### src/rtl/ext_mem_loader.sv
// Sequencer: streams a program into instruction memory, runs the CPU for a fixed cycle count, then streams data memory out.
// Latency: LOAD 1 word/cycle, RUN exactly run_cycles, DUMP 3 cycles/word minimum; out_valid holds under out_ready backpressure.
// Backpressure: in_ready only in LOAD; out_valid/out_data held until out_ready.
module ext_mem_loader #(
    parameter int IMEM_DEPTH = 512,
    parameter int DMEM_DEPTH = 1024
) (
    input  logic        clk,
    input  logic        arst_n,
    input  logic        start,
    input  logic [9:0]  prog_len,
    input  logic [31:0] run_cycles,
    input  logic [10:0] dump_len,
    input  logic        in_valid,
    input  logic [31:0] in_data,
    output logic        in_ready,
    output logic        out_valid,
    output logic [31:0] out_data,
    input  logic        out_ready,
    output logic        cpu_enable,
    output logic [31:0] addr_ext,
    output logic        wen_ext,
    output logic        ren_ext,
    output logic [31:0] wdata_ext,
    output logic [31:0] addr_ext_2,
    output logic        wen_ext_2,
    output logic        ren_ext_2,
    output logic [31:0] wdata_ext_2,
    input  logic [31:0] rdata_ext_2,
    output logic        busy,
    output logic        done
);

    typedef enum logic [2:0] {
        S_IDLE,
        S_LOAD,
        S_RUN,
        S_DUMP_RD,
        S_DUMP_WAIT,
        S_DUMP_OUT,
        S_DONE
    } state_t;

    state_t      r_state;
    logic [9:0]  r_prog_len;
    logic [31:0] r_run_len;
    logic [10:0] r_dump_len;
    logic [10:0] r_wc;
    logic [31:0] r_cyc;
    logic [31:0] r_out_data;

    logic [9:0]  w_prog_clamp;
    logic [10:0] w_dump_clamp;
    logic        w_start_ok;
    logic        w_load_xfer;
    logic [10:0] w_wc_inc;
    logic [31:0] w_cyc_inc;

    assign w_prog_clamp = (32'(prog_len) > 32'(IMEM_DEPTH)) ? 10'(IMEM_DEPTH) : prog_len;
    assign w_dump_clamp = (32'(dump_len) > 32'(DMEM_DEPTH)) ? 11'(DMEM_DEPTH) : dump_len;
    assign w_start_ok   = start && ((r_state == S_IDLE) || (r_state == S_DONE));
    assign w_load_xfer  = (r_state == S_LOAD) && in_valid;
    assign w_wc_inc     = r_wc + 11'd1;
    assign w_cyc_inc    = r_cyc + 32'd1;

    // Zero-length phases are skipped; only the first nonzero phase after the current one is entered.
    function automatic state_t next_after_load(input logic [31:0] run_len, input logic [10:0] dlen);
        state_t nxt;
        nxt = S_DONE;
        if (run_len != 32'd0) begin
            nxt = S_RUN;
        end else if (dlen != 11'd0) begin
            nxt = S_DUMP_RD;
        end
        return nxt;
    endfunction

    always_ff @(posedge clk or negedge arst_n) begin
        if (!arst_n) begin
            r_state    <= S_IDLE;
            r_prog_len <= '0;
            r_run_len  <= '0;
            r_dump_len <= '0;
            r_wc       <= '0;
            r_cyc      <= '0;
            r_out_data <= '0;
        end else if (w_start_ok) begin
            r_prog_len <= w_prog_clamp;
            r_run_len  <= run_cycles;
            r_dump_len <= w_dump_clamp;
            r_wc       <= '0;
            r_cyc      <= '0;
            r_state    <= (w_prog_clamp != 10'd0) ? S_LOAD
                                                  : next_after_load(run_cycles, w_dump_clamp);
        end else begin
            case (r_state)
                S_LOAD: begin
                    if (in_valid) begin
                        r_wc <= w_wc_inc;
                        if (w_wc_inc == {1'b0, r_prog_len}) begin
                            r_wc    <= '0;
                            r_state <= next_after_load(r_run_len, r_dump_len);
                        end
                    end
                end
                S_RUN: begin
                    r_cyc <= w_cyc_inc;
                    if (w_cyc_inc == r_run_len) begin
                        r_wc    <= '0;
                        r_state <= (r_dump_len != 11'd0) ? S_DUMP_RD : S_DONE;
                    end
                end
                S_DUMP_RD: begin
                    r_state <= S_DUMP_WAIT;
                end
                S_DUMP_WAIT: begin
                    r_out_data <= rdata_ext_2;
                    r_state    <= S_DUMP_OUT;
                end
                S_DUMP_OUT: begin
                    if (out_ready) begin
                        r_wc    <= w_wc_inc;
                        r_state <= (w_wc_inc == r_dump_len) ? S_DONE : S_DUMP_RD;
                    end
                end
                default: begin
                end
            endcase
        end
    end

    // All strobes decode directly from the state register so reset silences them at once.
    assign in_ready    = (r_state == S_LOAD);
    assign wen_ext     = w_load_xfer;
    assign wdata_ext   = w_load_xfer ? in_data : 32'd0;
    assign addr_ext    = (r_state == S_LOAD) ? {19'd0, r_wc, 2'b00} : 32'd0;
    assign ren_ext     = 1'b0;
    assign cpu_enable  = (r_state == S_RUN);
    assign ren_ext_2   = (r_state == S_DUMP_RD);
    assign addr_ext_2  = (r_state == S_DUMP_RD) ? {19'd0, r_wc, 2'b00} : 32'd0;
    assign wen_ext_2   = 1'b0;
    assign wdata_ext_2 = 32'd0;
    assign out_valid   = (r_state == S_DUMP_OUT);
    assign out_data    = r_out_data;
    assign busy        = (r_state != S_IDLE) && (r_state != S_DONE);
    assign done        = (r_state == S_DONE);

endmodule
### config.mk
export PLATFORM = sky130hd
export DESIGN_NAME = ext_mem_loader
export DESIGN_NICKNAME = d
export VERILOG_FILES = /design/src/rtl/ext_mem_loader.sv
export SDC_FILE = /design/constraint.sdc
export NUM_CORES = 1
export LEC_CHECK = 0
export ABC_AREA = 1
export CAP_MARGIN = 20
export CORE_AREA = 2 2 174 176
export DETAILED_ROUTE_END_ITERATION = 6
export DIE_AREA = 0 0 176 178
export DONT_BUFFER_PORTS = 1
export SYNTH_ARGS = -nofsm -noshare
export SYNTH_HDL_FRONTEND = slang
export SYNTH_SLANG_ARGS = --single-unit
### constraint.sdc
create_clock -name clk -period 2.3 [get_ports clk]
set_input_delay 0.23 -clock clk [delete_from_list [all_inputs] [get_ports clk]]
set_output_delay 0.23 -clock clk [all_outputs]
set_load 0.01 [all_outputs]
# [Yosys cells after proc, flatten, opt, wreduce, memory -nomap -nowiden]
# Index checks and enable logic that the tools add are counted.
[totals] regBits=131 latch_bits=0 ramBits=0 romBits=0 input_bits=122 out_inout_bits=169 word_cells=68 n_memories=0
[classes] add_sub_neg=2 n_mul=0 div=0 magnitude_cmp=2 n_eq_ne=14 n_shift=0 n_mux=25 n_bitwise=1 n_reduce_logical=17
[op_table] operator="32-bit 2-to-1 mux" n=3
[op_table] operator="11-bit 2-to-1 mux" n=6
[op_table] operator="32-bit nonzero test" n=2
[op_table] operator="3-bit 2-to-1 mux" n=11
[op_table] operator="11-bit one-hot mux with 3 select lines" n=1
[op_table] operator="32-bit by 1-bit adder with 32-bit output (second input constant)" n=1
[op_table] operator="32-bit equality test" n=1
[op_table] operator="13-bit 2-to-1 mux" n=2
[op_table] operator="11-bit nonzero test" n=2
[op_table] operator="3-bit one-hot mux with 5 select lines" n=1
[op_table] operator="11-bit by 1-bit adder with 11-bit output (second input constant)" n=1
[op_table] operator="11-bit by 10-bit equality test with 1-bit output" n=1
[op_table] operator="11-bit equality test" n=1
[op_table] operator="11-bit > comparator (second input constant)" n=1
[op_table] operator="10-bit > comparator (second input constant)" n=1
[op_table] operator="10-bit 2-to-1 mux" n=1
[op_table] operator="10-bit nonzero test" n=1
[op_table] operator="3-bit equality test (second input constant)" n=3
[op_table] operator="3-bit by 1-bit != test with 1-bit output (second input constant)" n=3
[op_table] operator="3-bit by 2-bit equality test with 1-bit output (second input constant)" n=2
[op_table] operator="6-bit nonzero test" n=1
[op_table] operator="5-bit AND reduction" n=1
[op_table] operator="4-bit AND reduction" n=1
[op_table] operator="4-bit nonzero test" n=1
[op_table] operator="10 further kinds" n=12

# [Logic depth before layout (Yosys ltp)]
# Gate-level depths: netlist of run 1.
[depth] ltp_word=7 depth_mapped=19 depth_no_buf=18

# [Worst setup path before layout of run 1]
# OpenSTA, ideal clock, no wires.
[synth_timing] kind="register to register" start="register r_cyc[0]" end="register r_wc[0]" setup_time_ps=117 arrival_time_ps=2080 t_required_ps=2183 path_slack_ps=103 stages_incl_launch_ff=20 path_buffers=1 synth_period_minus_slack_ps=2197 cell_sequence="dfrtp_1 ha_1 nand2_1 nor2_4 nand2_2 nor2_4 nand2_1 nand2_1 nand2_1 nand2_1 nand2_1 nor2_1 nand2_1 nor2_2 nand3_2 nand2_4 nand3_2 buf_6 nand2_1 nand2_1"
[synth_via] elab_chain_cells=4
[synth_rtl] item="start, declared" line="49" text="logic [31:0] r_cyc;"
[synth_rtl] item="start signal, assigned" line="107" text="r_cyc <= w_cyc_inc;"
[synth_rtl] item="32-bit by 1-bit adder with 32-bit output" line="64" text="assign w_cyc_inc = r_cyc + 32'd1;"
[synth_rtl] item="32-bit equality test" line="108" text="if (w_cyc_inc == r_run_len) begin"
[synth_rtl] item="3-bit by 1-bit != test with 1-bit output (no source line)"
[synth_rtl] item="4-bit AND reduction (no source line)"
[synth_rtl] item="end signal, assigned" line="99" text="r_wc <= w_wc_inc;"
[synth_rtl] item="end signal, assigned" line="122" text="r_wc <= w_wc_inc;"
[synth_rtl] item="end, declared" line="48" text="logic [10:0] r_wc;"
# No other way between the ends.
# A chain may end at the register's enable or synchronous reset.

# [Worst setup path after layout of run 1]
[layout_timing] start="register r_cyc[1]" end="register r_wc[1]"
# Same word-level chain as after synthesis.

==> results list, run 1 <==
- Status: finished with violations
* Failing checks: hold timing, setup timing
* Clock-pin slew of the registers on the worst-case setup and hold paths: 60 ps
- In the global route stage, overall resource usage came out at 18.7%.
- Worst hold slack across all endpoints: -492 ps
- The net count of the finished layout is 1,679.
- Detailed Route Iter0 Violations: 663
* Via-to-Cell Ratio: 4.69
- Of the total synthesized cell area, the portion taken by AND, OR, NAND and NOR gates is 38.6%.
- The setup check on the worst reg-to-reg path leaves a slack of -210 ps.
* Largest voltage drop on the vdd net: 0.000555 V
- Entering global routing, the biggest net connects 132 pins.
* Kind of capture point of the worst setup path: register
- Max frequency: 399 MHz
- The critical path in this run is classified as register to register.
- The routed layout has 9,184 vias.
- Cell variety after synth: 36
- Once detailed placement completed, the half-perimeter wirelength came to 21,300 um.
* Row count: 63
* Routed wirelength normalized by instance count: 15.3 um
- After synthesis, the share of flip-flops with an asynchronous set or reset is 100%.
- Measured against its own limit, the worst slew margin works out to 57.1%.
- Number of hold buffers added after CTS: 87
* Number of nets with antenna violations after detailed routing: 0
- Along the worst path, the maximum fanout reaches 6.
- Max Clock Skew: 9.07 ps
- At the later pin of the worst-skew pair, clock insertion delay measures 430 ps.
- In this run the number of H-tree levels came out at 4.
- Placed cell areas: 9780 um2
- Post-synthesis instance area: 8730 um2
* Routed wire length: 29,900 um
* Std-Cell Core Area: 29,400 um2
- The number of global-route vias before repair is 8,635.
- Area share of the largest cell type after synthesis: 37.5%
- By area, the combinational part of the netlist is dominated by simple AND/OR/NAND/NOR gates.
- The first global-routing pass estimated 45,300 um of wire.
- TritonCTS built the clock tree.
- Port buffering added 0 buffers.
* DRC viols: 0
* Time the worst path needs with I/O delays and setup: 2510 ps
- In this run, CTS created clock tree buffers numbering 17.
- Post-route cell area: 11,800 um2
- Most common cell in the synthesized netlist: sky130_fd_sc_hd__nand2_1
* TritonCTS Sinks: 131
- Setup repair after global routing could not meet its margin everywhere.
* Number of antenna violations at the first check in global routing: 0
- Number of synthesized flops with an enable pin: 0
- For the worst flop-to-flop path, the logic depth is 17.
- Synthesized area per cell: 6.59 um2
- Full die area: 31,300 um2
- For the pin with the worst max-slew slack, the measured transition is 642 ps.
- Die height: 178 um
* Yosys warning total: 0
- IO Count: 291
* RR Endpoint: r_wc[1]
* Global route total overflow: 0
- Cells after synthesis: 1,326
- After Yosys synthesis, XOR and XNOR cells account for 1.30% of the synthesized area.
* Number of detailed-routing iterations run before antenna repair: 5
* Count of state elements after synthesis: 131
* Power, Total: 13.6 mW
- Largest area contributor in the netlist: sky130_fd_sc_hd__dfrtp_1
- Number of buffers on the longest clock path: 2
* Arrival time reported for the critical path endpoint: 2830 ps
- Critical path required time: 2620 ps
- Sequential fraction of the synthesis area: 37.5%
- Dominant synthesized flop cell: sky130_fd_sc_hd__dfrtp_1
- Minimum setup slack in the final design: -206 ps
- Routability-driven placement finished with a final weighted congestion of 0.906.
* Hold WC Path Type: input pin to async pin
* Area overhead of the layout relative to synthesis: 35.4%
- Share of the cycle needed by the critical path after routing: 109%
- The number of hold-slack violations in the final timing report was 131.
- Ranked by instance count, the synthesized netlist is headed by 449 x sky130_fd_sc_hd__nand2_1, 156 x sky130_fd_sc_hd__inv_1, 149 x sky130_fd_sc_hd__nor2_1.
- In this run the static leakage power is 5.81 nW.
* Power density cells: 1150 nW/um2
- The layout has 2,981 filler cells.
* Total negative slack: -2530 ps
- In the final layout, the share of cells above drive strength 1 is 17.7%.
- Library cell used as clock root buffer: sky130_fd_sc_hd__clkbuf_16
- Antenna diode instance count: 0
* Max Slew Vio Count: 0
- Setup violations remaining at the end of the flow were counted as 14.
* Mux share of post-synthesis cell area: 0%
- Starting Density: 29.7%
- The worst setup path is launched from a register.
- By area the synthesized netlist is led by sky130_fd_sc_hd__dfrtp_1 38%, sky130_fd_sc_hd__nand2_1 19%, sky130_fd_sc_hd__buf_4 6.7%.
- Compound-cell area share of the yosys netlist: 7.10%
* Reg-to-reg critical path startpoint: r_cyc[1]
- Horizontal extent of the die: 176 um
* Post-synthesis adder-cell area fraction: 0.286%
- Across the run, the number of max-cap violations was 0.
-- kinds of logic after synthesis --
group,after synthesis
AOI/OAI and AO/OA,114
xor gates and xnor gates,13
adders and majority gates,2
buffers and inverters,272
DFF,131
other,1
and+or+nand+nor,793
-- what timing repair did --
item,in CTS,in global routing
endpoints found under the hold margin,215,131
gates resized for setup,26,47
buffers inserted,17,13
pin swaps,23,39
endpoints found under the setup margin,46,46
cloned,1,1
-- where the power goes --
group | internal (mW) | total, mW | leakage [nW] | switching [mW]
registers | 3.37 | 4.39 | 1.67 | 1.02
logic | 2.45 | 6.10 | 3.83 | 3.65
clock network | 1.94 | 3.07 | 0.317 | 1.13
total | 7.76 | 13.6 | 5.81 | 5.80
-- through the flow --
stage / std cells / worst slack, ps / util [%]
6_report: 1958 / -206 / 40.2
3_3_place_gp: 1809 / -247 / 33.3
2_1_floorplan: 1401 / 103 / -
4_1_cts: 1946 / -128 / 39.2
3_5_place_dp: 1809 / -289 / 33.3
5_1_grt: 1958 / -340 / 40.2
-- routing by layer --
| layer | part of all wire (%) | vias to the layer above | track usage (%) |
|---|---|---|---|
| met3 | 6.2 | 31 | 3.64 |
| met5 | 0 | - | 0 |
| met2 | 50 | 372 | 33.2 |
| met1 | 42 | 4283 | 22.8 |
| li1 | - | 4498 | - |
| met4 | 1.6 | 0 | 6.23 |
-- worst max path at each step --
stage               startpoint       end  slack (ps)  depth (start not counted)
finish                r_cyc[1]   r_wc[1]        -210                         17
global route          r_cyc[1]   r_wc[1]        -340                         17
CTS                  r_cyc[10]   r_wc[0]        -130                         18
detailed placement    r_cyc[1]   r_wc[0]        -290                         18
global placement      r_cyc[2]  r_wc[10]        -250                         15
floorplan             r_cyc[0]   r_wc[0]         100                         19
-- final cells by class --
class,instances,area [um2],area share (%)
flip-flops and latches,131,3280,27.8
clock buffers,18,429,3.63
clock inverters,14,224,1.89
multi-input cells,999,4630,39.2
repair buffers,247,2160,18.3
well taps,390,488,4.13
inverters,159,609,5.15
-- flip-flops by register name (all words and copies together) (netlist names) --
name        cells
out_data       32
r_cyc          32
r_run_len      32
r_dump_len     11
r_wc           11
r_prog_len     10
r_state         3
-- worst max-delay path: stages, from the launching register on --
cell and delay [ps]:
sky130_fd_sc_hd__dfrtp_1 420, sky130_fd_sc_hd__buf_6 140, sky130_fd_sc_hd__nand2_4 50, sky130_fd_sc_hd__nor2_4 170, sky130_fd_sc_hd__nand2_4 100, sky130_fd_sc_hd__nor2_4 210
sky130_fd_sc_hd__buf_12 140, sky130_fd_sc_hd__nand3_1 60, sky130_fd_sc_hd__nand3_1 80, sky130_fd_sc_hd__nand2_1 60, sky130_fd_sc_hd__nor2_1 170, sky130_fd_sc_hd__nand2_1 80
sky130_fd_sc_hd__nor2_2 140, sky130_fd_sc_hd__nand3_2 120, sky130_fd_sc_hd__nand2_4 150, sky130_fd_sc_hd__nand3_4 140, sky130_fd_sc_hd__nand2_2 100, sky130_fd_sc_hd__nand2_1 50
-- cell usage in the layout (no fill, tap or decap), drive strengths merged, types with 32 or more instances in the layout --
| cell | instances |
|---|---|
| o21ai | 65 |
| inv | 164 |
| nand4 | 32 |
| nand3 | 116 |
| nand2 | 459 |
| conb | 76 |
| nor2 | 165 |
| buf | 159 |
| dfrtp | 131 |
| dlygate4sd3 | 87 |
No activity file was read; power rests on OpenSTA's default activity.
==> inputs of run 2 (changes only) <==
--- a/config.mk
+++ b/config.mk
@@ -7,10 +7,11 @@
 export LEC_CHECK = 0
 export ABC_AREA = 1
 export CAP_MARGIN = 20
-export CORE_AREA = 2 2 174 176
+export CORE_AREA = 10 10 182 184
 export DETAILED_ROUTE_END_ITERATION = 6
-export DIE_AREA = 0 0 176 178
+export DIE_AREA = 0 0 192 194
 export DONT_BUFFER_PORTS = 1
+export SKIP_LAST_GASP = 1
 export SYNTH_ARGS = -nofsm -noshare
 export SYNTH_HDL_FRONTEND = slang
 export SYNTH_SLANG_ARGS = --single-unit
==> results list, run 2 (synthesized netlist as in run 1, its figures left out) <==
- Largest fanout on the critical path: 6
- In this run switching power makes up 43.5% of total power.
- Worst hold slack across all endpoints: -489 ps
- Detailed-placement wirelength estimate: 23,100 um
- Row count: 63
- Num CTS Buffers: 17
* Least-Margin Pin Slew: 938 ps
* Number of fillers in the final layout: 3,013
- For this run the aggregate overflow at the end of global routing stands at 0.
- The final route contains 9,093 vias.
* Reg-to-reg setup timing slack: -230 ps
- Fraction of layout instances using a drive strength above 1: 16.8%
- Post-route cell area: 11,600 um2
- Before CTS, the worst setup slack after placement is -322 ps.
- Flop pwr share: 33.5%
* Failing checks: hold timing, setup timing
- The share of total power dissipated in the clock network is 20.8%.
- Across the VDD grid, the largest voltage drop is 0.000577 V.
* Hold WC Path Type: input pin to async pin
- For the final database, setup skew stands at 9.65 ps.
* TritonCTS Sinks: 131
- Critical path required time: 2620 ps
- Input/output buffers: 0
- In the layout the commonest cells are 436 x sky130_fd_sc_hd__nand2_1, 155 x sky130_fd_sc_hd__inv_1, 135 x sky130_fd_sc_hd__buf_4.
- Via-to-Cell Ratio: 4.68
* Power, Total: 13.1 mW
* Routability congestion estimate: 0.898
- After layout, the worst path uses 110% of the clock period.
* Type of element launching the critical path: register
- The count of nets left with antenna violations once routing finished came out at 0.
- Buffers inserted to repair hold after CTS numbered 86.
- Max frequency: 395 MHz
* Number of detailed-routing iterations run before antenna repair: 5
- Headroom to the max-slew limit came out at 37.4%.
- In this run, the number of DRC markers left after iteration 0 of detailed routing was 498.
- The initial utilization of the core area, before any placement, comes to 29.7%.
- Pleak: 5.70 nW
- Most common cell after layout, fill and taps aside: sky130_fd_sc_hd__nand2_1
* Finished Core Util: 39.5%
- Total of endpoints with negative setup slack in the final report: 18
* Number of instances in the placed design: 1,802
- For this design the total switching power over the nets is 5.72 mW.
- Library cell used as clock root buffer: sky130_fd_sc_hd__clkbuf_16
- CTS tree: done
- The initial antenna violation count was 0.
- For the worst setup path, the data arrival time is 2850 ps.
* IO Count: 291
- The number of hold-slack violations in the final timing report came to 131.
- H-tree depth: 4
* Time the worst path needs with I/O delays and setup: 2530 ps
- Maximum number of pins on one net before global-route repair: 132
- Max Slew Vio Count: 0
- Status: finished with violations
- Antenna diode instance count: 0
* Number of nets in the finished design: 1,662
- Worst setup path category: register to register
* Std-Cell Core Area: 29,400 um2
- Int Pwr: 7.42 mW
* Horizontal extent of the die: 192 um
- RSZ-0062 raised after global routing: yes
- Kind of capture point of the worst setup path: register
- The number of global-route vias before repair is 9,115.
* Number of buffers on the longest clock path: 2
* Combinational share of power: 45.7%
- Setup slack on the critical path of the routed design comes to -231 ps.
- Placed cell areas: 9730 um2
* Total routing resource utilization after global routing: 16.0%
- After detailed routing, the average wire length per cell comes to 16.0 um.
- Die height: 194 um
- The die covers 37,200 um2.
* Insertion delay to the later sink of the worst-skew pair: 430 ps
- Clock-pin slew of the registers on the worst-case setup and hold paths: 60 ps
* Total negative slack: -2990 ps
- The tool flagged a number of max-cap violations equal to 0.
- After detailed routing, the number of remaining DRC violations is 0.
- From synthesis to final layout, the design area changed by 32.9%.
* First-pass GRT wire length: 47,800 um
* Power density cells: 1130 nW/um2
- Routed wire length: 31,000 um
- The finished layout holds 1,941 standard cells, fillers aside.
==> run 2: cell count changes in the layout (fill, tap and decap cells not counted), sizes merged <==
cell / delta
inv: -5
clkbuf: +1
bufinv: -3
buf: -15
clkinv: +3
clkinvlp: +3
dlygate4sd3: -1
==> run 2: cell type report <==
cell class                      count  area [um2]  area share, %
Clock buffer                       20         457           3.93
Clock inverter                     12         131           1.13
Inverter                          159         599           5.16
Multi-Input combinational cell    999        4630           39.9
Sequential cell                   131        3280           28.3
Tap cell                          390         488           4.20
Timing Repair Buffer              230        2020           17.4
==> run 2: power groups by stage <==
stage | logic, mW | registers (mW) | clock network [mW]
after floorplan | 3.77 | 4.12 | 0
after global placement | 5.22 | 4.41 | 0
after detailed placement | 5.36 | 4.39 | 0
after CTS | 5.87 | 4.41 | 2.78
after global routing | 6.76 | 4.56 | 2.88
final | 6.00 | 4.41 | 2.73
==> run 2: worst paths after layout <==
path	startpoint	end	cells after the start
setup reg to reg	r_cyc[1]	r_wc[5]	20
max in group asynchronous	arst_n	r_cyc[4]	0
setup / recovery	r_cyc[1]	r_wc[5]	20
hold / removal	arst_n	r_run_len[11]	0
min in group clk	prog_len[9]	r_prog_len[4]	4
hold reg to reg	r_prog_len[1]	r_prog_len[1]	2
==> run 2: critical path, stage by stage (launching register included) <==
cell and delay, ps:
sky130_fd_sc_hd__dfrtp_1 410, sky130_fd_sc_hd__ha_4 190, sky130_fd_sc_hd__nand2_4 60, sky130_fd_sc_hd__nor2_4 160, sky130_fd_sc_hd__nand2_4 100, sky130_fd_sc_hd__nor2_4 220
sky130_fd_sc_hd__buf_6 130, sky130_fd_sc_hd__inv_2 30, sky130_fd_sc_hd__nand2_2 50, sky130_fd_sc_hd__nand2_1 70, sky130_fd_sc_hd__nand2_1 60, sky130_fd_sc_hd__nand2_1 50
sky130_fd_sc_hd__nor2_1 90, sky130_fd_sc_hd__nand2_1 70, sky130_fd_sc_hd__nor2_2 100, sky130_fd_sc_hd__nand3_2 110, sky130_fd_sc_hd__nand2_4 120, sky130_fd_sc_hd__buf_12 110
sky130_fd_sc_hd__nand3_4 110, sky130_fd_sc_hd__nand2_1 110, sky130_fd_sc_hd__nand2_1 60
==> run 2: per-layer routing <==
metal	vias up	global-route usage [%]	share of wire, %
met4	0	6.09	2.8
met5	-	0	0
met3	51	4.39	9.3
met2	380	26.7	47
li1	4464	-	-
met1	4198	19.1	41
==> run 2: what timing repair did <==
action,4_1_cts,5_1_grt
endpoints found under the hold margin,216,131
cloned,2,0
pin swaps,7,13
gates resized for setup,41,24
buffers inserted,13,6
endpoints found under the setup margin,46,47
